<file path="src/rtl/mips_cpu_mem_pkg.sv">
// Shared types for the CPU memory arbiter: FSM states, grant
// encoding and the data word returned on a bus timeout.
package mips_cpu_mem_pkg;

    typedef enum logic [1:0] {
        ARB_IDLE,
        ARB_ACCESS,
        ARB_RESP
    } arb_state_t;

    typedef enum logic {
        GNT_I,
        GNT_D
    } arb_grant_t;

    localparam logic [31:0] BUS_ERR_DATA = 32'hDEADBEEF;

endpackage

</file>
<file path="src/rtl/mips_cpu_rr_pick.sv">
// Two-way round-robin pick between instruction and data requesters.
// Ports: req_i/req_d requests, last_grant history, grant choice.
module mips_cpu_rr_pick
    import mips_cpu_mem_pkg::*;
(
    input  logic       req_i,
    input  logic       req_d,
    input  arb_grant_t last_grant,
    output arb_grant_t grant
);

    always_comb begin
        grant = GNT_I;
        unique case (1'b1)
            req_i && req_d:
                grant = (last_grant == GNT_I) ? GNT_D : GNT_I;
            !req_i && req_d:
                grant = GNT_D;
            default:
                grant = GNT_I;
        endcase
    end

endmodule

</file>
<file path="src/rtl/mips_cpu_mem_arbiter.sv">
// Shares one memory port between instruction fetch and data access.
// Ports: i_* fetch side, d_* data side, mem_* registered memory
// side, bus_error sticky timeout flag; clk / async reset_n.
module mips_cpu_mem_arbiter
    import mips_cpu_mem_pkg::*;
#(
    parameter int ADDR_W  = 32,
    parameter int DATA_W  = 32,
    parameter int TIMEOUT = 255
) (
    input  logic                clk,
    input  logic                reset_n,
    input  logic [ADDR_W-1:0]   i_address,
    input  logic                i_read,
    output logic [DATA_W-1:0]   i_readdata,
    output logic                i_waitrequest,
    input  logic [ADDR_W-1:0]   d_address,
    input  logic                d_read,
    input  logic                d_write,
    input  logic [DATA_W-1:0]   d_writedata,
    input  logic [DATA_W/8-1:0] d_byteenable,
    output logic [DATA_W-1:0]   d_readdata,
    output logic                d_waitrequest,
    output logic [ADDR_W-1:0]   mem_address,
    output logic                mem_read,
    output logic                mem_write,
    output logic [DATA_W-1:0]   mem_writedata,
    output logic [DATA_W/8-1:0] mem_byteenable,
    input  logic [DATA_W-1:0]   mem_readdata,
    input  logic                mem_waitrequest,
    output logic                bus_error
);

    localparam int BE_W  = DATA_W / 8;
    localparam int CNT_W = (TIMEOUT > 0) ? $clog2(TIMEOUT + 1) : 1;
    localparam logic [CNT_W-1:0] CNT_MAX = CNT_W'(TIMEOUT);
    localparam bit TO_EN = (TIMEOUT > 0);

    arb_state_t          state_q;
    arb_grant_t          grant_q;
    arb_grant_t          last_q;
    arb_grant_t          pick;
    logic [CNT_W-1:0]    cnt_q;
    logic [CNT_W-1:0]    cnt_d;
    logic [ADDR_W-1:0]   addr_q;
    logic                rd_q;
    logic                wr_q;
    logic [DATA_W-1:0]   wdata_q;
    logic [BE_W-1:0]     be_q;
    logic [DATA_W-1:0]   i_rdata_q;
    logic [DATA_W-1:0]   d_rdata_q;
    logic                err_q;
    logic                req_i;
    logic                req_d;
    logic                to_hit;

    assign req_i = i_read;
    assign req_d = d_read | d_write;

    mips_cpu_rr_pick u_pick (
        .req_i      (req_i),
        .req_d      (req_d),
        .last_grant (last_q),
        .grant      (pick)
    );

    assign cnt_d  = cnt_q + CNT_W'(1);
    // This stall cycle is the TIMEOUT-th one: abort at this edge.
    assign to_hit = TO_EN && mem_waitrequest && (cnt_d == CNT_MAX);

    always_ff @(posedge clk or negedge reset_n) begin
        if (!reset_n) begin
            state_q   <= ARB_IDLE;
            grant_q   <= GNT_I;
            last_q    <= GNT_D;
            cnt_q     <= '0;
            addr_q    <= '0;
            rd_q      <= 1'b0;
            wr_q      <= 1'b0;
            wdata_q   <= '0;
            be_q      <= '0;
            i_rdata_q <= '0;
            d_rdata_q <= '0;
            err_q     <= 1'b0;
        end else begin
            unique case (state_q)
                ARB_IDLE: begin
                    if (req_i || req_d) begin
                        grant_q <= pick;
                        cnt_q   <= '0;
                        state_q <= ARB_ACCESS;
                        if (pick == GNT_I) begin
                            addr_q <= i_address;
                            rd_q   <= 1'b1;
                            wr_q   <= 1'b0;
                            be_q   <= '1;
                        end else begin
                            // Write wins when both data strobes are high.
                            addr_q  <= d_address;
                            rd_q    <= ~d_write;
                            wr_q    <= d_write;
                            wdata_q <= d_writedata;
                            be_q    <= d_byteenable;
                        end
                    end
                end
                ARB_ACCESS: begin
                    if (!mem_waitrequest) begin
                        if (rd_q) begin
                            if (grant_q == GNT_I) begin
                                i_rdata_q <= mem_readdata;
                            end else begin
                                d_rdata_q <= mem_readdata;
                            end
                        end
                        rd_q    <= 1'b0;
                        wr_q    <= 1'b0;
                        last_q  <= grant_q;
                        state_q <= ARB_RESP;
                    end else if (to_hit) begin
                        if (grant_q == GNT_I) begin
                            i_rdata_q <= DATA_W'(BUS_ERR_DATA);
                        end else begin
                            d_rdata_q <= DATA_W'(BUS_ERR_DATA);
                        end
                        rd_q    <= 1'b0;
                        wr_q    <= 1'b0;
                        err_q   <= 1'b1;
                        last_q  <= grant_q;
                        state_q <= ARB_RESP;
                    end else if (TO_EN) begin
                        cnt_q <= cnt_d;
                    end
                end
                ARB_RESP: begin
                    state_q <= ARB_IDLE;
                end
                default: begin
                    state_q <= ARB_IDLE;
                end
            endcase
        end
    end

    assign i_waitrequest  = !((state_q == ARB_RESP) && (grant_q == GNT_I));
    assign d_waitrequest  = !((state_q == ARB_RESP) && (grant_q == GNT_D));
    assign i_readdata     = i_rdata_q;
    assign d_readdata     = d_rdata_q;
    assign mem_address    = addr_q;
    assign mem_read       = rd_q;
    assign mem_write      = wr_q;
    assign mem_writedata  = wdata_q;
    assign mem_byteenable = be_q;
    assign bus_error      = err_q;

    a_rw_excl: assert property (
        @(posedge clk) disable iff (!reset_n) !(d_read && d_write)
    );

endmodule
</file>
<file path="config.mk">
export PLATFORM = sky130hd
export DESIGN_NAME = mips_cpu_mem_arbiter
export DESIGN_NICKNAME = d
export VERILOG_FILES = /design/src/rtl/mips_cpu_mem_pkg.sv /design/src/rtl/mips_cpu_rr_pick.sv /design/src/rtl/mips_cpu_mem_arbiter.sv
export SDC_FILE = /design/constraint.sdc
export NUM_CORES = 1
export LEC_CHECK = 0
export CAP_MARGIN = 20
export CORE_MARGIN = 1.5
export CORE_UTILIZATION = 42
export CTS_BUF_LIST = sky130_fd_sc_hd__clkbuf_4 sky130_fd_sc_hd__clkbuf_8 sky130_fd_sc_hd__clkbuf_16
export DETAILED_ROUTE_END_ITERATION = 16
export PLACE_DENSITY = 0.8
export SLEW_MARGIN = 40
export SYNTH_ARGS = -nofsm -noshare
export SYNTH_HDL_FRONTEND = slang
export SYNTH_SLANG_ARGS = --single-unit
</file>
<file path="constraint.sdc">
create_clock -name clk -period 2.55 [get_ports clk]
set_input_delay 0.51 -clock clk [delete_from_list [all_inputs] [get_ports clk]]
set_output_delay 0.51 -clock clk [all_outputs]
set_load 0.02 [all_outputs]
</file>
==> results.sh, run 1 <==
export IMPL_outcome="complete, no violations"
export IMPL_r2r_cells=5
export IMPL_layout_min_cycle_time_ns=2.422
export IMPL_drtPass1Iterations=4
export IMPL_synth_edf_count=0
export IMPL_synth_nets=663
export IMPL_max_vdd_ir_drop_uv=578.8
export IMPL_final_cell_mix="clkdlybuf4s50_1 (273), dfrtp_1 (146), mux2i_1 (97), nand2_1 (67), o21ai_0 (38)"
export IMPL_num_rows=44
export IMPL_slew_violations=0
export IMPL_drv_cap=0
export IMPL_fin_skew_ns=0.01132
export IMPL_yosys_most_used_dff="dfrtp_1"
export IMPL_p_leak_nw=4.466
export IMPL_clock_fmax_ghz=0.4129
export IMPL_final_hold_viol_count=0
export IMPL_p_total_mw=12.47
export IMPL_dp_hpwl_um=13150
export IMPL_drc=0
export IMPL_cts_setup_buffers=0
export IMPL_path_clk_slew_ns=0.06
export IMPL_grt_pass1_vias=5213
export IMPL_relSlewSlack_pct=59.17
export IMPL_grt_max_degree=64
export IMPL_drt_wl_total_um=17370
export IMPL_hold_path_class="in -> async"
export IMPL_multi_input_area_mm2=0.002461
export IMPL_ant_nets=0
export IMPL_setup_violations=0
export IMPL_cp_max_fo=7
export IMPL_grt_pass1_wl_um=27790
export IMPL_finalCritPeriodShare_pct=94.98
export IMPL_design_die_area_mm2=0.01573
export IMPL_cts_hold_buf=0
export IMPL_regArea_mm2=0.003680
export IMPL_path_class="reg -> out"
export IMPL_ctsResizeCount=0
export IMPL_synth_seq_cells=147
export IMPL_powerDensity_mw_per_mm2=1264
export IMPL_startpoint_type="flop"
export IMPL_cts_max_level=4
export IMPL_via_count=5035
export IMPL_fin_tns_setup_ns=0
export IMPL_ios=275
export IMPL_clk_insertion_delay_late_ns=0.42
export IMPL_fp_dieH_um=125.4
export IMPL_grt_setup_unrepaired="no"
export IMPL_crit_arrival_ns=1.91
export IMPL_grt_ovfl_total=0
export IMPL_cpMaxStageDelayCell="clkdlybuf4s50_1"
export IMPL_yosysSeqAreaShare_pct=58.47
export IMPL_insertedDiodeCount=0
export IMPL_worstMarginPinSlew_ns=0.6061
export IMPL_gr_usage_all_layers_pct=22.83
export IMPL_cp_end_kind="primary output"
export IMPL_final_layout_size_suffix_gt1_share_pct=13.49
export IMPL_synthArstFlopShare_pct=100.0
export IMPL_cts_buffers=17
export IMPL_pre_cts_slack_ns=0.2418
export IMPL_antenna_found_initial=0
export IMPL_netlist_area_mm2=0.006294
export IMPL_required_ns=2.04
export IMPL_viasPerCell=5.076
export IMPL_wl_per_cell_um=17.51
export IMPL_path_cells="or3b_2 -> clkdlybuf4s50_1"
export IMPL_syn_avg_cell_area_um2=12.03
export IMPL_cts_tree="built"
export IMPL_clockBufferDepth=2
export IMPL_routabilityCongestion=0.8510
export IMPL_die_w_um=125.4
export IMPL_cts_num_sinks=147
export IMPL_yosysWarnings=0
export IMPL_fin_hold_ws_ns=0.08698
export IMPL_syn_inst=523
export IMPL_initial_utilization_pct=43.14
export IMPL_fin_nets=935
export IMPL_cp_slowest_stage_delay_ns=0.57
export IMPL_layout_commonest_cell="clkdlybuf4s50_1"
export IMPL_syn_to_final_growth_pct=56.80
export IMPL_drtIter0Drc=207
export IMPL_root_buffer="clkbuf_16"
export IMPL_nFillCells=1019
export IMPL_synth_cell_type_count=45
export IMPL_postLayoutSetupSlackWorst_ns=0.1279
export IMPL_fp_coreArea_mm2=0.01459
export IMPL_io_buffers=274
[synth_stat cells (5+ instances only)]
master    instances  share of area (%)
a21oi_1           6               0.48
a31oi_1           5               0.50
buf_2             8               0.64
clkbuf_1         21                1.3
dfrtp_1         146                 58
mux2_2           32                5.7
mux2i_1          97                 15
nand2_1          68                4.1
nand2_2          20                2.0
nand3_1           6               0.48
nor2_1           19                1.1
o21ai_0          38                3.0
[layer usage]
layer,track usage [%],up-vias,part of all wire [%]
met5,0,-,0
met4,11.03,0,3.3
met3,7.317,38,7.9
met2,38.09,235,49
met1,26.71,2400,40
li1,-,2362,-
[final cells by class]
| type | count | share of cell area [%] |
|---|---|---|
| Clock buffer | 20 | 4.666 |
| Inverter | 4 | 0.1521 |
| Clock inverter | 12 | 0.9383 |
| Tap cell | 184 | 2.333 |
| Multi-Input combinational cell | 338 | 24.94 |
| Timing Repair Buffer | 287 | 29.68 |
| Sequential cell | 147 | 37.29 |
[kinds of logic after synthesis]
family	Yosys count	synth area share (%)
DFF	147	58.47
and+or+nand+nor	138	10.62
muxes	129	21.15
AOI/OAI and AO/OA	66	6.163
buffers and inverters	38	2.783
xor gates and xnor gates	3	0.4176
adders and majority gates	2	0.3976
[through the flow]
step / cell area (um^2) / std cells / util, %
after floorplan: 6294 / 523 / -
after global placement: 9315 / 960 / 63.85
after detailed placement: 9315 / 960 / 63.85
after CTS: 9868 / 992 / 67.64
after global routing: 9868 / 992 / 67.64
final: 9868 / 992 / 67.64
[registers in the layout, indices dropped and copies added (netlist names)]
name,cells
mem_address,32
mem_byteenable,4
grant_q,1
last_q,1
mem_writedata,32
mem_read,1
mem_write,1
i_readdata,32
state_q,2
bus_error,1
d_readdata,32
cnt_q,8
[critical path, delay by kind of cell (launching register included)]
family / cells / cell delay (ns)
buffers and inverters: 1 / 0.57
and+or+nand+nor: 1 / 0.50
DFF: 1 / 0.44
[path summary, 6_finish.rpt]
kind	to	start	slack, ns
min reg2reg	mem_address[3]	mem_address[3]	0.48
max reg2reg	i_readdata[31]	cnt_q[0]	0.22
max in group asynchronous	mem_writedata[25]	reset_n	1.81
max	i_waitrequest	state_q[0]	0.13
min in group clk	mem_address[3]	mem_address[3]	0.48
min	d_readdata[21]	reset_n	0.09
[where the power goes]
| group | switching, mW | leakage, nW | internal [mW] |
|---|---|---|---|
| Combinational | 3.02 | 2.41 | 2.98 |
| Sequential | 0.701 | 1.80 | 3.46 |
| Clock | 0.991 | 0.264 | 1.32 |
Power figures use the tool's default switching activity.
==> run 2: changes to the inputs <==
--- a/config.mk
+++ b/config.mk
@@ -7,10 +7,10 @@
 export LEC_CHECK = 0
 export CAP_MARGIN = 20
 export CORE_MARGIN = 1.5
-export CORE_UTILIZATION = 42
+export CORE_UTILIZATION = 46
 export CTS_BUF_LIST = sky130_fd_sc_hd__clkbuf_4 sky130_fd_sc_hd__clkbuf_8 sky130_fd_sc_hd__clkbuf_16
 export DETAILED_ROUTE_END_ITERATION = 16
-export PLACE_DENSITY = 0.8
+export PLACE_DENSITY = 0.87
 export SLEW_MARGIN = 40
 export SYNTH_ARGS = -nofsm -noshare
 export SYNTH_HDL_FRONTEND = slang
==> constraint.sdc (replaced) <==
create_clock -name clk -period 2.95 [get_ports clk]
set_input_delay 0.59 -clock clk [delete_from_list [all_inputs] [get_ports clk]]
set_output_delay 0.59 -clock clk [all_outputs]
set_load 0.02 [all_outputs]
==> results.sh, run 2 (synthesized netlist as in run 1, its figures left out) <==
export IMPL_r2r_cells=5
export IMPL_grt_pass1_wl_um=27420
export IMPL_crit_arrival_ns=1.97
export IMPL_syn_to_final_growth_pct=57.44
export IMPL_root_buffer="clkbuf_16"
export IMPL_fp_dieH_um=120.0
export IMPL_powerDensity_mw_per_mm2=1123
export IMPL_layout_commonest_cell="clkdlybuf4s50_1"
export IMPL_grt_pass1_vias=5171
export IMPL_ctsResizeCount=0
export IMPL_viasPerCell=5.122
export IMPL_cts_num_sinks=147
export IMPL_grt_max_degree=65
export IMPL_layout_min_cycle_time_ns=2.564
export IMPL_num_rows=42
export IMPL_crit_end="i_waitrequest"
export IMPL_final_cell_mix="clkdlybuf4s50_1 (273), dfrtp_1 (146), mux2i_1 (97), nand2_1 (67), o21ai_0 (38)"
export IMPL_fin_hold_ws_ns=0.1369
export IMPL_cts_buffers=17
export IMPL_fin_tns_setup_ns=0
export IMPL_reg2reg_to="i_readdata[31]"
export IMPL_max_vdd_ir_drop_uv=557.3
export IMPL_cts_hold_buf=0
export IMPL_drc=0
export IMPL_reg2reg_from="cnt_q[0]"
export IMPL_slew_violations=0
export IMPL_clock_fmax_ghz=0.3900
export IMPL_wl_per_cell_um=18.11
export IMPL_cts_tree="built"
export IMPL_cp_max_fo=11
export IMPL_setup_violations=0
export IMPL_drt_wl_total_um=17800
export IMPL_drtIter0Drc=272
export IMPL_path_clk_slew_ns=0.06
export IMPL_initial_utilization_pct=47.34
export IMPL_dp_hpwl_um=13170
export IMPL_fin_nets=934
export IMPL_nFillCells=841
export IMPL_routabilityCongestion=0.8647
export IMPL_path_class="reg -> out"
export IMPL_final_cell_area_mm2=0.009908
export IMPL_crit_start="grant_q"
export IMPL_final_layout_size_suffix_gt1_share_pct=13.38
export IMPL_cts_max_level=4
export IMPL_cts_setup_buffers=0
export IMPL_p_leak_nw=4.505
export IMPL_worstMarginPinSlew_ns=0.6933
export IMPL_post_dp_cell_area_mm2=0.009260
export IMPL_clockBufferDepth=2
export IMPL_cp_end_kind="primary output"
export IMPL_relSlewSlack_pct=53.69
export IMPL_io_buffers=274
export IMPL_fp_coreArea_mm2=0.01330
export IMPL_drtPass1Iterations=4
export IMPL_required_ns=2.36
export IMPL_regArea_mm2=0.003680
export IMPL_gr_usage_all_layers_pct=25.14
export IMPL_grt_ovfl_total=0
export IMPL_drv_cap=0
export IMPL_grt_setup_unrepaired="no"
export IMPL_fin_skew_ns=0.008336
export IMPL_antenna_found_initial=0
export IMPL_hold_path_class="in -> async"
export IMPL_outcome="complete, no violations"
export IMPL_clk_insertion_delay_late_ns=0.42
export IMPL_r2r_slack_ns=0.58
export IMPL_via_count=5035
export IMPL_die_w_um=120.0
export IMPL_multi_input_area_mm2=0.002461
export IMPL_ios=275
export IMPL_final_hold_viol_count=0
export IMPL_design_die_area_mm2=0.01439
export IMPL_finalCritPeriodShare_pct=86.92
export IMPL_startpoint_type="flop"
export IMPL_insertedDiodeCount=0
export IMPL_ant_nets=0
==> run 2: cell count changes in the layout (fill, tap and decap cells not counted), sizes merged <==
cell / change
bufinv: +4
clkinv: +3
clkbuf: +1
clkinvlp: -4
inv: -4
buf: -1
==> run 2: cell type report <==
class	count	area share (%)
multi-input cells	338	24.84
clock buffers	21	4.786
flip-flops and latches	147	37.14
well taps	176	2.223
inverters	4	0.1515
repair buffers	286	29.11
clock inverters	11	1.755
==> run 2: power by group <==
part	internal [mW]	switching [mW]
clock	1.50	0.834
combinational	2.54	2.65
sequential	2.99	0.617
total	7.03	4.10
==> run 2: layer usage <==
metal | vias up | global-route usage [%] | wire [um]
li1 | 2358 | - | -
met4 | 0 | 13.02 | 619
met1 | 2410 | 29.40 | 7049
met2 | 226 | 42.89 | 8968
met3 | 41 | 6.084 | 1167
met5 | - | 0 | 0
==> run 2: worst min-delay path by stage <==
| stage | end | cells after the start | slack, ns | start |
|---|---|---|---|---|
| after global routing | d_readdata[25] | 1 | 0.17 | reset_n |
| after floorplan | bus_error | 0 | 0.29 | reset_n |
| after global placement | mem_address[16] | 2 | 0.46 | mem_address[16] |
| final | d_readdata[25] | 1 | 0.14 | reset_n |
| after CTS | d_readdata[25] | 1 | 0.14 | reset_n |
| after detailed placement | mem_address[21] | 2 | 0.47 | mem_address[21] |
==> run 2: stage by stage <==
| stage | power (mW) | utilization (%) | std cells | setup slack, ns |
|---|---|---|---|---|
| floorplan | 6.157 | - | 523 | 0.8295 |
| global placement | 8.622 | 69.65 | 951 | 0.6355 |
| detailed placement | 8.812 | 69.65 | 951 | 0.5689 |
| CTS | 11.20 | 74.52 | 983 | 0.3769 |
| global route | 11.68 | 74.52 | 983 | 0.3437 |
| finish | 11.12 | 74.52 | 983 | 0.3859 |
==> run 2: critical path, stage by stage, from the launching register on <==
cell and delay, ns:
dfrtp_1 0.51, or3b_2 0.48, clkdlybuf4s50_1 0.57
==> run 3: changes to the inputs <==
--- a/config.mk
+++ b/config.mk
@@ -6,11 +6,13 @@
 export NUM_CORES = 1
 export LEC_CHECK = 0
 export CAP_MARGIN = 20
+export CELL_PAD_IN_SITES_DETAIL_PLACEMENT = 0
+export CELL_PAD_IN_SITES_GLOBAL_PLACEMENT = 1
 export CORE_MARGIN = 1.5
-export CORE_UTILIZATION = 46
+export CORE_UTILIZATION = 35
 export CTS_BUF_LIST = sky130_fd_sc_hd__clkbuf_4 sky130_fd_sc_hd__clkbuf_8 sky130_fd_sc_hd__clkbuf_16
 export DETAILED_ROUTE_END_ITERATION = 16
-export PLACE_DENSITY = 0.87
+export PLACE_DENSITY_LB_ADDON = 0.1
 export SLEW_MARGIN = 40
 export SYNTH_ARGS = -nofsm -noshare
 export SYNTH_HDL_FRONTEND = slang
==> results.sh, run 3 (synthesized netlist as in run 1, its figures left out) <==
export IMPL_outcome="complete, no violations"
export IMPL_ctsResizeCount=0
export IMPL_final_cell_mix="clkdlybuf4s50_1 (273), dfrtp_1 (146), mux2i_1 (97), nand2_1 (67), o21ai_0 (38)"
export IMPL_path_buf_inv=1
export IMPL_cp_end_kind="primary output"
export IMPL_routabilityCongestion=0.8418
export IMPL_clock_fmax_ghz=0.3871
export IMPL_antenna_found_initial=0
export IMPL_p_leak_nw=4.453
export IMPL_cp_top_family="buffers and inverters"
export IMPL_drt_wl_total_um=17830
export IMPL_design_die_area_mm2=0.01880
export IMPL_max_vdd_ir_drop_uv=535.8
export IMPL_r2r_cells=5
export IMPL_crit_start="grant_q"
export IMPL_startpoint_type="flop"
export IMPL_layout_min_cycle_time_ns=2.584
export IMPL_crit_arrival_ns=1.99
export IMPL_clk_insertion_delay_late_ns=0.42
export IMPL_drv_cap=0
export IMPL_finalCritPeriodShare_pct=87.58
export IMPL_drtPass1Iterations=4
export IMPL_drtIter0Drc=169
export IMPL_worstMarginPinSlew_ns=0.7264
export IMPL_wl_per_cell_um=17.26
export IMPL_ant_nets=0
export IMPL_grt_setup_unrepaired="no"
export IMPL_cts_num_sinks=147
export IMPL_r2r_slack_ns=0.63
export IMPL_die_w_um=137.1
export IMPL_slew_violations=0
export IMPL_dp_hpwl_um=13220
export IMPL_fp_dieH_um=137.1
export IMPL_grt_pass1_wl_um=27610
export IMPL_cp_max_fo=11
export IMPL_fin_skew_ns=0.01205
export IMPL_layout_commonest_cell="clkdlybuf4s50_1"
export IMPL_grt_ovfl_total=0
export IMPL_num_rows=48
export IMPL_setup_violations=0
export IMPL_cts_max_level=4
export IMPL_path_cells="or3b_2 -> clkdlybuf4s50_1"
export IMPL_initial_utilization_pct=36.14
export IMPL_cp_slowest_stage_delay_ns=0.58
export IMPL_fin_tns_setup_ns=0
export IMPL_grt_max_degree=68
export IMPL_powerDensity_mw_per_mm2=1094
export IMPL_cts_buffers=17
export IMPL_path_clk_slew_ns=0.06
export IMPL_syn_to_final_growth_pct=57.22
export IMPL_drc=0
export IMPL_reg2reg_to="i_readdata[31]"
export IMPL_gr_usage_all_layers_pct=19.43
export IMPL_cts_hold_buf=0
export IMPL_path_class="reg -> out"
export IMPL_reg2reg_from="cnt_q[0]"
export IMPL_cts_setup_buffers=0
export IMPL_via_count=4954
export IMPL_io_buffers=274
export IMPL_root_buffer="clkbuf_16"
export IMPL_cts_tree="built"
export IMPL_relSlewSlack_pct=51.47
export IMPL_cpMaxStageDelayCell="clkdlybuf4s50_1"
export IMPL_ios=275
export IMPL_p_total_mw=10.83
export IMPL_clockBufferDepth=2
export IMPL_grt_pass1_vias=5135
export IMPL_fin_nets=935
export IMPL_final_hold_viol_count=0
export IMPL_fp_coreArea_mm2=0.01742
export IMPL_worst_path_stages=2
export IMPL_crit_end="i_waitrequest"
export IMPL_hold_path_class="in -> async"
export IMPL_insertedDiodeCount=0
export IMPL_final_layout_size_suffix_gt1_share_pct=13.49
export IMPL_required_ns=2.36
export IMPL_viasPerCell=4.796
-- run 3: cell count changes in the layout (fill, tap and decap cells not counted), moves of 2 or more --
cell        previous run  this run
clkinvlp_4             0         5
bufinv_16              4         1
clkbuf_8               3         0
inv_8                  0         3
buf_4                  8        10
clkinv_2               2         0
clkinv_4               3         1
inv_6                  2         4
-- run 3: layout make-up --
type,instances,area [um^2]
fill,1459,7522
multi-input combinational,338,2461
timing repair buffer,287,2879
tap,225,281.5
clock buffer,18,432.9
clock inverter,14,145.1
inverter,4,15.01
sequential,147,3680
-- run 3: how the worst min path moves through the flow --
stage                               start              end  slack [ns]  cells after the start
final                             reset_n   d_readdata[25]        0.16                      1
after CTS                         reset_n   d_readdata[25]        0.18                      1
after detailed placement  mem_address[29]  mem_address[29]        0.47                      2
after global placement    mem_address[22]  mem_address[22]        0.46                      2
after global routing              reset_n   d_readdata[27]        0.20                      1
after floorplan                   reset_n        bus_error        0.29                      0
-- run 3: per-layer routing --
layer	global-route usage [%]	wire length, um	share of wire (%)	vias to the layer above
met5	0	0	0	-
met1	23.23	7286	41	2356
met3	8.222	1801	10	24
li1	-	-	-	2359
met4	7.485	364	2.0	0
met2	31.07	8381	47	215
-- run 3: stage by stage --
step	util, %	std cells	setup WS [ns]	instance area [um^2]	hold WS (ns)
6_report	56.81	1033	0.3664	9894	0.1573
2_1_floorplan	-	523	0.8295	6294	0.2944
3_3_place_gp	53.49	1001	0.6510	9316	0.4622
3_5_place_dp	53.49	1001	0.5926	9316	0.4702
4_1_cts	56.81	1033	0.3556	9894	0.1787
5_1_grt	56.81	1033	0.3351	9894	0.2040
-- run 3: report_power, final --
group          switching, mW  internal (mW)  leakage, nW  total, mW
Sequential             0.597           2.99         1.80       3.58
Clock                  0.921           1.20        0.269       2.12
Combinational           2.59           2.53         2.39       5.13
Total                   4.11           6.72         4.45       10.8
-- run 3: worst reg2reg max path, cell delays in order (launching register included) --
cell and delay [ns]:
dfrtp_1 0.43, ha_1 0.28, xnor2_1 0.17, or3_4 0.42
or4_4 0.74, a21oi_1 0.20
